[config.mk]
export PLATFORM = sky130hd
export DESIGN_NAME = fetch_unit
export DESIGN_NICKNAME = d
export VERILOG_FILES = /design/src/rtl/fetch_pkg.sv /design/src/rtl/fetch_fifo.sv /design/src/rtl/fetch_unit.sv
export SDC_FILE = /design/constraint.sdc
export NUM_CORES = 1
export LEC_CHECK = 0
export ABC_AREA = 1
export BUFFER_PORTS_ARGS = -buffer_cell sky130_fd_sc_hd__clkbuf_2
export CAP_MARGIN = 20
export CORE_MARGIN = 2
export CORE_UTILIZATION = 53
export DETAILED_ROUTE_END_ITERATION = 12
export PLACE_DENSITY = 0.8
export RECOVER_POWER = 100
export SYNTH_ARGS = -nofsm -noshare
export SYNTH_HDL_FRONTEND = slang
export SYNTH_SLANG_ARGS = --single-unit
[constraint.sdc]
create_clock -name clk -period 2.7 [get_ports clk]
set_input_delay 0.54 -clock clk [delete_from_list [all_inputs] [get_ports clk]]
set_output_delay 0.54 -clock clk [all_outputs]
set_load 0.02 [all_outputs]
[src/rtl/fetch_pkg.sv]
`default_nettype none
// ============================================================================
// fetch_pkg : shared types and constants for the instruction-fetch front end
// Revision  : 1.0
// ============================================================================
package fetch_pkg;

    localparam int FETCH_XLEN = 32;
    localparam int PC_STEP    = 4;
    localparam int R15_OFFSET = 8;

    typedef enum logic [1:0] {
        IDLE = 2'd0,
        REQ  = 2'd1,
        DROP = 2'd2
    } fetch_state_t;

    typedef struct packed {
        logic [FETCH_XLEN-1:0] instr;
        logic [FETCH_XLEN-1:0] pc;
    } fetch_entry_t;

endpackage
`default_nettype wire

[src/rtl/fetch_fifo.sv]
`default_nettype none
// ============================================================================
// fetch_fifo : DEPTH-entry circular prefetch buffer with synchronous flush
// Revision   : 1.0
// ============================================================================
module fetch_fifo
    import fetch_pkg::*;
#(
    parameter int  DEPTH   = 4,
    parameter type ENTRY_T = fetch_entry_t
) (
    input  logic                   clk,
    input  logic                   reset,
    input  logic                   push,
    input  logic                   pop,
    input  logic                   flush,
    input  ENTRY_T                 din,
    output ENTRY_T                 head,
    output logic [$clog2(DEPTH):0] count
);

    localparam int AW = $clog2(DEPTH);

    ENTRY_T          mem_q [DEPTH];
    ENTRY_T          mem_d [DEPTH];
    logic [AW-1:0]   wr_ptr_q, wr_ptr_d;
    logic [AW-1:0]   rd_ptr_q, rd_ptr_d;
    logic [AW:0]     count_q, count_d;
    logic            do_pop;

    assign do_pop = pop && (count_q != '0);

    always_comb begin
        mem_d    = mem_q;
        wr_ptr_d = wr_ptr_q;
        rd_ptr_d = rd_ptr_q;
        count_d  = count_q;
        // Flush wins over any push/pop on the same edge.
        if (flush) begin
            wr_ptr_d = '0;
            rd_ptr_d = '0;
            count_d  = '0;
        end else begin
            if (push) begin
                mem_d[wr_ptr_q] = din;
                wr_ptr_d        = wr_ptr_q + 1'b1;
            end
            if (do_pop) begin
                rd_ptr_d = rd_ptr_q + 1'b1;
            end
            count_d = count_q + (AW+1)'(push) - (AW+1)'(do_pop);
        end
    end

    always_ff @(posedge clk or negedge reset) begin
        if (!reset) begin
            for (int i = 0; i < DEPTH; i++) begin
                mem_q[i] <= '0;
            end
            wr_ptr_q <= '0;
            rd_ptr_q <= '0;
            count_q  <= '0;
        end else begin
            mem_q    <= mem_d;
            wr_ptr_q <= wr_ptr_d;
            rd_ptr_q <= rd_ptr_d;
            count_q  <= count_d;
        end
    end

    assign head  = mem_q[rd_ptr_q];
    assign count = count_q;

endmodule
`default_nettype wire

[src/rtl/fetch_unit.sv]
`default_nettype none
// ============================================================================
// fetch_unit : fetch-PC FSM, req/ack instruction port and prefetch buffer
// Revision   : 1.0
// ============================================================================
module fetch_unit
    import fetch_pkg::*;
#(
    parameter int               XLEN     = 32,
    parameter int               DEPTH    = 4,
    parameter logic [XLEN-1:0]  RESET_PC = '0
) (
    input  logic                   clk,
    input  logic                   reset,
    input  logic                   redirect,
    input  logic [XLEN-1:0]        redirect_target,
    output logic                   imem_req,
    output logic [XLEN-1:0]        imem_addr,
    input  logic                   imem_ack,
    input  logic [XLEN-1:0]        imem_rdata,
    output logic                   out_valid,
    input  logic                   out_ready,
    output logic [XLEN-1:0]        out_instr,
    output logic [XLEN-1:0]        out_pc,
    output logic [XLEN-1:0]        out_pc_plus8,
    output logic [$clog2(DEPTH):0] count
);

    localparam int             CW      = $clog2(DEPTH) + 1;
    localparam logic [CW-1:0]  DEPTH_C = CW'(DEPTH);

    typedef struct packed {
        logic [XLEN-1:0] instr;
        logic [XLEN-1:0] pc;
    } entry_t;

    fetch_state_t     state_q, state_d;
    logic [XLEN-1:0]  fetch_pc_q, fetch_pc_d;
    logic [XLEN-1:0]  addr_q, addr_d;
    logic [XLEN-1:0]  target;
    logic             push, pop;
    logic [CW-1:0]    fifo_count, count_next;
    entry_t           push_entry, head;

    assign target     = redirect_target & ~XLEN'(1);
    assign out_valid  = (fifo_count != '0);
    assign push       = (state_q == REQ) && imem_ack && !redirect;
    assign pop        = out_valid && out_ready && !redirect;
    assign count_next = redirect ? '0 : (fifo_count + CW'(push) - CW'(pop));
    assign push_entry = '{instr: imem_rdata, pc: addr_q};

    // A new request is only issued when the slot it will fill is already free.
    always_comb begin
        state_d    = state_q;
        fetch_pc_d = fetch_pc_q;
        addr_d     = addr_q;
        case (state_q)
            IDLE: begin
                if (redirect) begin
                    fetch_pc_d = target;
                end else if (count_next < DEPTH_C) begin
                    state_d = REQ;
                    addr_d  = fetch_pc_q;
                end
            end
            REQ: begin
                if (redirect) begin
                    fetch_pc_d = target;
                    state_d    = imem_ack ? IDLE : DROP;
                end else if (imem_ack) begin
                    fetch_pc_d = fetch_pc_q + XLEN'(PC_STEP);
                    if (count_next < DEPTH_C) begin
                        addr_d = fetch_pc_d;
                    end else begin
                        state_d = IDLE;
                    end
                end
            end
            DROP: begin
                if (redirect) begin
                    fetch_pc_d = target;
                end
                if (imem_ack) begin
                    state_d = IDLE;
                end
            end
            default: state_d = IDLE;
        endcase
    end

    always_ff @(posedge clk or negedge reset) begin
        if (!reset) begin
            state_q    <= IDLE;
            fetch_pc_q <= RESET_PC;
            addr_q     <= RESET_PC;
        end else begin
            state_q    <= state_d;
            fetch_pc_q <= fetch_pc_d;
            addr_q     <= addr_d;
        end
    end

    fetch_fifo #(
        .DEPTH   (DEPTH),
        .ENTRY_T (entry_t)
    ) u_fifo (
        .clk   (clk),
        .reset (reset),
        .push  (push),
        .pop   (pop),
        .flush (redirect),
        .din   (push_entry),
        .head  (head),
        .count (fifo_count)
    );

    assign imem_req     = (state_q != IDLE);
    assign imem_addr    = addr_q;
    assign out_instr    = head.instr;
    assign out_pc       = head.pc;
    assign out_pc_plus8 = head.pc + XLEN'(R15_OFFSET);
    assign count        = fifo_count;

endmodule
`default_nettype wire

# Word-level counts from Yosys, hierarchy flattened
# Cells that the tools add are included.
[totals]
register_bits = 329
out_inout_bits = 133
[classes]
n_bitwise = 3
order_cmp = 4
add_sub_neg = 7
muxes = 30
n_reduce_logical = 19
eq_ne = 11
[op_table]
columns = ["operator", "n"]
rows = [
  ["$bwmux W256", 1],
  ["$mux W32", 8],
  ["$mux W64", 3],
  ["$bmux W64 S2", 1],
  ["$demux W64 S2", 1],
  ["$pmux W32 S2", 2],
  ["$add A32 B3 Y32 const B", 1],
  ["$add A32 B4 Y32 const B", 1],
  ["$mux W2", 11],
  ["$ne A2 B2 Y1 const B", 5],
  ["$reduce_bool A2 Y1", 5],
  ["$ge A3 B3 Y1 const B", 2],
  ["$logic_and A1 B1 Y1", 6],
  ["$mux W3", 2],
  ["$ne A3 B3 Y1 const B", 2],
  ["$not A2 Y3", 2],
  ["$pmux W2 S3", 1],
  ["$reduce_and A6 Y1", 1],
  ["$sub A3 B1 Y3", 2],
  ["$reduce_and A5 Y1", 1],
  ["$add A2 B1 Y2 const B", 2],
  ["$ne A2 B1 Y1 const B", 2],
  ["$add A3 B1 Y3", 1],
  ["$lt A3 B1 Y1 const B", 1],
  ["10 further kinds", 10],
]

# Depth between registers and ports, before layout
[depth]
ltp_word = 11
depth_mapped = 17
ltp_nobuf = 16

# By module
# A second synthesis with hierarchy kept.
[unflattened]
hier_cells = 2060
area_unflattened_um2 = 16113.0
[modules_own_cells]
columns = ["mod", "area_per_inst_um2", "cells_per_inst", "n_inst"]
rows = [
  ["fetch_fifo", 11319.6, 1306, 1],
  ["fetch_unit", 4793.3, 754, 1],
]

# Worst setup path before layout
# No wires, ideal clock.
[synth_timing]
kind = "flip-flop to output port"
startpoint = "register u_fifo.rd_ptr_q[0]"
endpoint = "output out_pc_plus8[19]"
arrival_time_ns = 2.503
n_path_buf = 2
slack_ns = -0.343
stages_incl_launch_ff = 15
cell_sequence = "dfrtp_1 -> buf_2 -> inv_2 -> buf_4 -> nand2_1 -> nand3_1 -> nand2_1 -> inv_1 -> ha_1 -> inv_1 -> nor2_1 -> nand2_1 -> nor2_1 -> nand2_1 -> xor2_1"
[synth_between]
elab_chain_len = 5
[synth_rtl]
columns = ["item", "line", "rtl"]
rows = [
  ["start: declaration", "fetch_fifo.sv:27", "logic [AW-1:0] rd_ptr_q, rd_ptr_d;"],
  ["start signal: assignment", "fetch_fifo.sv:66", "rd_ptr_q <= rd_ptr_d;"],
  ["$not A2 Y3 (not written as such)", "fetch_fifo.sv:71", "assign head = mem_q[rd_ptr_q];"],
  ["$bmux W64 S2", "fetch_fifo.sv:71", ""],
  ["$mux W64 (not written as such) (2 in a row)", "fetch_fifo.sv:71", ""],
  ["net out_pc[3]", "fetch_unit.sv:24", "output logic [XLEN-1:0] out_pc,"],
  ["$add A32 B4 Y32", "fetch_unit.sv:121", "assign out_pc_plus8 = head.pc + XLEN'(R15_OFFSET);"],
  ["end: declaration", "fetch_unit.sv:25", "output logic [XLEN-1:0] out_pc_plus8,"],
]
# The timed path passes the listed nets, and every way through them passes these cells. The select of a mux whose other input is x is not followed.

# Worst setup path in the final report
[layout_timing]
startpoint = "register u_fifo.rd_ptr_q[0]"
endpoint = "output out_pc_plus8[31]"
[layout_between]
elab_chain_len = 5
[layout_rtl]
columns = ["item", "line"]
rows = [
  ["$not A2 Y3 (not written as such)", "fetch_fifo.sv:71"],
  ["$bmux W64 S2", "fetch_fifo.sv:71"],
  ["$mux W64 (not written as such) (2 in a row)", "fetch_fifo.sv:71"],
  ["$add A32 B4 Y32", "fetch_unit.sv:121"],
]
# Every way passes these cells. The select of a mux whose other input is x is not followed.

==> summary.md <==
| Metric | Value |
|---|---|
| Min-Delay Path Class | input pin to flip-flop |
| Status | finished with violations |
| Worst Path Class, Setup | flip-flop to output pin |
| Achievable Freq | 0.3196 GHz |
| Cell variety after synth | 31 |
| Final design utilization | 68.09% |
| Type of origin of the critical path | flip-flop |
| Max-slew violations | 0 |
| Worst setup EP type | output pin |
| Site row count | 64 |
| Slew at the pin closest to its max-slew limit | 1.425 ns |
| Clock tree skew after final layout | 0.02490 ns |
| Crit-path leading delay family | simple AND/OR/NAND/NOR gates |
| Antenna Cells | 0 |
| Global-route usage over all layers | around 29% |
| Area delta synth->final | 27.24% |
| Data required time at the worst endpoint | 2.16 ns |
| Number of fillers in the final layout | 2414 |
| Cells along the critical path | buf_12 > buf_4 > nand2_1 > nand3_1 > nand2_4 > nor2_4 > nand2_4 > nor3_4 > nand2_1 > nand2_1 > nand2_1 > buf_4 |
| Sequential cell area fraction in the yosys report | between 40 and 50% |
| Max Root-Sink Buffers | 3 |
| Number of port buffers | 197 |
| Die area | 0.03214 mm² |
| H-tree Lvls | 2 |
| Pwr per Cell Area | 1086 mW/mm² |
| Via density per instance | 5.606 |
| Netlist area before placement | 0.01628 mm² |
| Global-route wire length before repair | 73320 µm |
| CTS tree | done |
| Cell occurring most often along the worst timing path | sky130_fd_sc_hd__nand2_1 |
| Warning count from the yosys run | 0 |
| Count of clock tree sinks | 323 |
| Initial DRC count | 1500 |
| Clock Pin Slew Worst Setup and Hold Paths | 0.06 ns |
| Largest net degree at the start of global routing | 84 |
| Number of vias in the routed layout | 15.91k |
| Post-layout instance count excluding filler cells | between 2k and 3k |
| CTS Root Cell | sky130_fd_sc_hd__clkbuf_16 |
| Critical-path top delay cell | sky130_fd_sc_hd__dfrtp_4 |
| Critical path buffer and inverter count | 3 |
| LEAKAGE | 10.48 nW |
| Post-detailed-placement half-perimeter wirelength | 29930 µm |
| Arrival time of the worst setup path | 2.59 ns |
| Cell count after synthesis | roughly 2.2k |
| Min setup slack post-route | -0.4294 ns |
| Setup repair after global routing missed its margin | true |
| Starting density of the core | 53.52% |
| Detailed-router iteration count before antenna repair | 6 |
| Wire length per cell after detailed routing | 17.32 µm |
| Vertical die dimension | 179.3 µm |
| Num CTS Buffers | 34 |
| Max transition margin | 5.018% |
| Number of remaining DRC errors | 0 |
| Number of primary I/O pins | 202 |
| Final cycle utilization of the critical path | 115.9% |
| Maximum capacitance violations | 0 |
| Hold violation total from the final report | 0 |
| Post-route cell area | 0.02072 mm² |
| Fraction of layout cells with a size suffix above 1 | 22.37% |
| Failing checks | negative setup slack |
| Placed Area | about 0.018 mm² |
| Synth Register Bits | 323 |
| Floorplan core area | 0.03043 mm² |
| Count of antenna-violating nets left after detailed routing | 0 |
| Horizontal die dimension | 179.3 µm |
| Placed cell count | 2746 |
| Avg Cell Area, Syn | 7.446 µm² |
| Final hold slack | about 0.25 ns |
| Setup violations, final | 28 |
| Final critical-path required period | 3.129 ns |
| Worst voltage drop across the vdd grid | 1.110 mV |
| Multi-input gate area | 0.007843 mm² |
| Clock latency on the worst-skew pair | roughly 0.52 ns |
| Slowest cell delay on critical path | about 0.50 ns |
| Largest fanout on the critical path | 7 |
| Last weighted congestion value of the routability-driven placer | 0.9787 |
| FF+latch area | 0.008088 mm² |
| Initial antenna violation count | 0 |
| Wirelength, routed | just under 50000 µm |
| # nets final | 2496 |
| Number of global-route vias before repair | 14.57k |
| GRT Residual Overflow | 0 |
-- sequential cells by signal, indices dropped and copies added, names as in the netlist --
name and flops:
u_fifo.mem_q 252, fetch_pc_q 31, imem_addr 31, u_fifo.count 3, state_q 2, u_fifo.rd_ptr_q 2
u_fifo.wr_ptr_q 2
-- where the power goes --
part	leakage, nW	total, W	internal (W)	switching, W
registers	4.27	0.00733	0.00617	0.00116
logic	5.64	0.0104	0.00382	0.00656
clock network	0.570	0.00479	0.00283	0.00196
total	10.5	0.0225	0.0128	0.00968
-- synth_stat cells (all sizes together) --
cell    instances  area share [%]
nand2         745              17
o21ai         368              11
dfrtp         323              50
nor2          203             4.7
inv           164             3.8
nand3          97             3.0
clkbuf         72             1.7
buf            56             1.8
o22ai          56             2.2
nand4          33             1.3
xor2           21             1.1
a21oi          16            0.49
ha             10            0.77
nor3            8            0.44
nand3b          4            0.18
o211ai          3            0.14
and2            2           0.077
a31oi           1           0.038
conb            1           0.023
o21a            1           0.046
o31ai           1           0.046
or2             1           0.038
xnor2           1           0.054
-- tightest hold or removal path, delay by kind of cell --
family                 cells  cell delay, ns
AND/OR/NAND/NOR            1            0.05
AO/OA/AOI/OAI              1            0.07
buffers and inverters      1            0.08
-- cells in the final DEF (no fill, tap or decap), types with 10 or more instances in the layout --
master / instances
sky130_fd_sc_hd__nand2_1: 676
sky130_fd_sc_hd__buf_12: 13
sky130_fd_sc_hd__buf_4: 90
sky130_fd_sc_hd__nor2_4: 27
sky130_fd_sc_hd__inv_1: 151
sky130_fd_sc_hd__nand3_2: 24
sky130_fd_sc_hd__nor2_2: 20
sky130_fd_sc_hd__clkbuf_2: 161
sky130_fd_sc_hd__o22ai_1: 53
sky130_fd_sc_hd__dfrtp_1: 321
sky130_fd_sc_hd__xor2_1: 18
sky130_fd_sc_hd__o21ai_0: 357
sky130_fd_sc_hd__nand2_2: 38
sky130_fd_sc_hd__nand3_1: 70
sky130_fd_sc_hd__nor2_1: 156
sky130_fd_sc_hd__clkbuf_8: 13
sky130_fd_sc_hd__a21oi_1: 15
sky130_fd_sc_hd__clkbuf_16: 43
sky130_fd_sc_hd__o21ai_1: 10
sky130_fd_sc_hd__nand4_1: 33
sky130_fd_sc_hd__nand2_4: 31
sky130_fd_sc_hd__buf_6: 23
-- metal layers --
layer	up-vias	wire (µm)	part of all wire (%)	global-route usage [%]
li1	7512	-	-	-
met4	0	1600	3.3	8.098
met3	118	3669	7.5	5.089
met1	7554	20700	42	39.54
met2	721	23170	47	46.57
met5	-	0	0	0
-- cells by family after synthesis --
group / after synthesis / share of synthesized area [%]
AND/OR/NAND/NOR: 1093 / 26.92
AO/OA/AOI/OAI: 446 / 14.22
flip-flops: 323 / 49.64
buffers and inverters: 292 / 7.253
XOR/XNOR: 22 / 1.183
adder cells (fa/ha/maj): 10 / 0.7683
other: 1 / 0.02303
-- repair_timing --
| action | in CTS | in global routing |
|---|---|---|
| endpoints found under the hold margin | 47 | 0 |
| hold buffers | 1 | 0 |
| gates resized for setup | 93 | 243 |
| pin swaps | 2 | 53 |
| setup endpoints to repair | 66 | 101 |
| buffers inserted | 6 | 13 |
| cloned | 2 | 9 |
-- metrics by stage --
stage | TNS, ns | setup slack [ns] | total power, W
after floorplan | -0.06624 | -0.04692 | 0.01267
after global placement | 0 | 0.001581 | 0.01579
after detailed placement | -0.001178 | -0.001178 | 0.01602
after CTS | -15.36 | -0.4250 | 0.02124
after global routing | -18.48 | -0.5665 | 0.02386
final | -8.654 | -0.4294 | 0.02250
-- cell type report --
type | count | area share (%)
well taps | 396 | 2.391
inverters | 164 | 3.104
clock inverters | 12 | 0.6703
clock buffers | 48 | 4.891
repair buffers | 320 | 12.06
multi-input cells | 1574 | 37.85
flip-flops and latches | 323 | 39.03
-- final timing paths --
| check | slack, ns | endpoint | cells past startpoint | startpoint |
|---|---|---|---|---|
| max | -0.43 | out_pc_plus8[31] | 12 | u_fifo.rd_ptr_q[0] |
| min | 0.25 | fetch_pc_q[3] | 3 | redirect_target[3] |
| max reg2reg | 0.12 | fetch_pc_q[30] | 10 | state_q[0] |
| min reg2reg | 0.48 | u_fifo.mem_q[103] | 2 | u_fifo.mem_q[103] |
| max in group asynchronous | 0.22 | u_fifo.rd_ptr_q[0] | 3 | reset |
| min in group asynchronous | 0.86 | u_fifo.mem_q[248] | 2 | reset |
(Power assumes the default switching activity.)
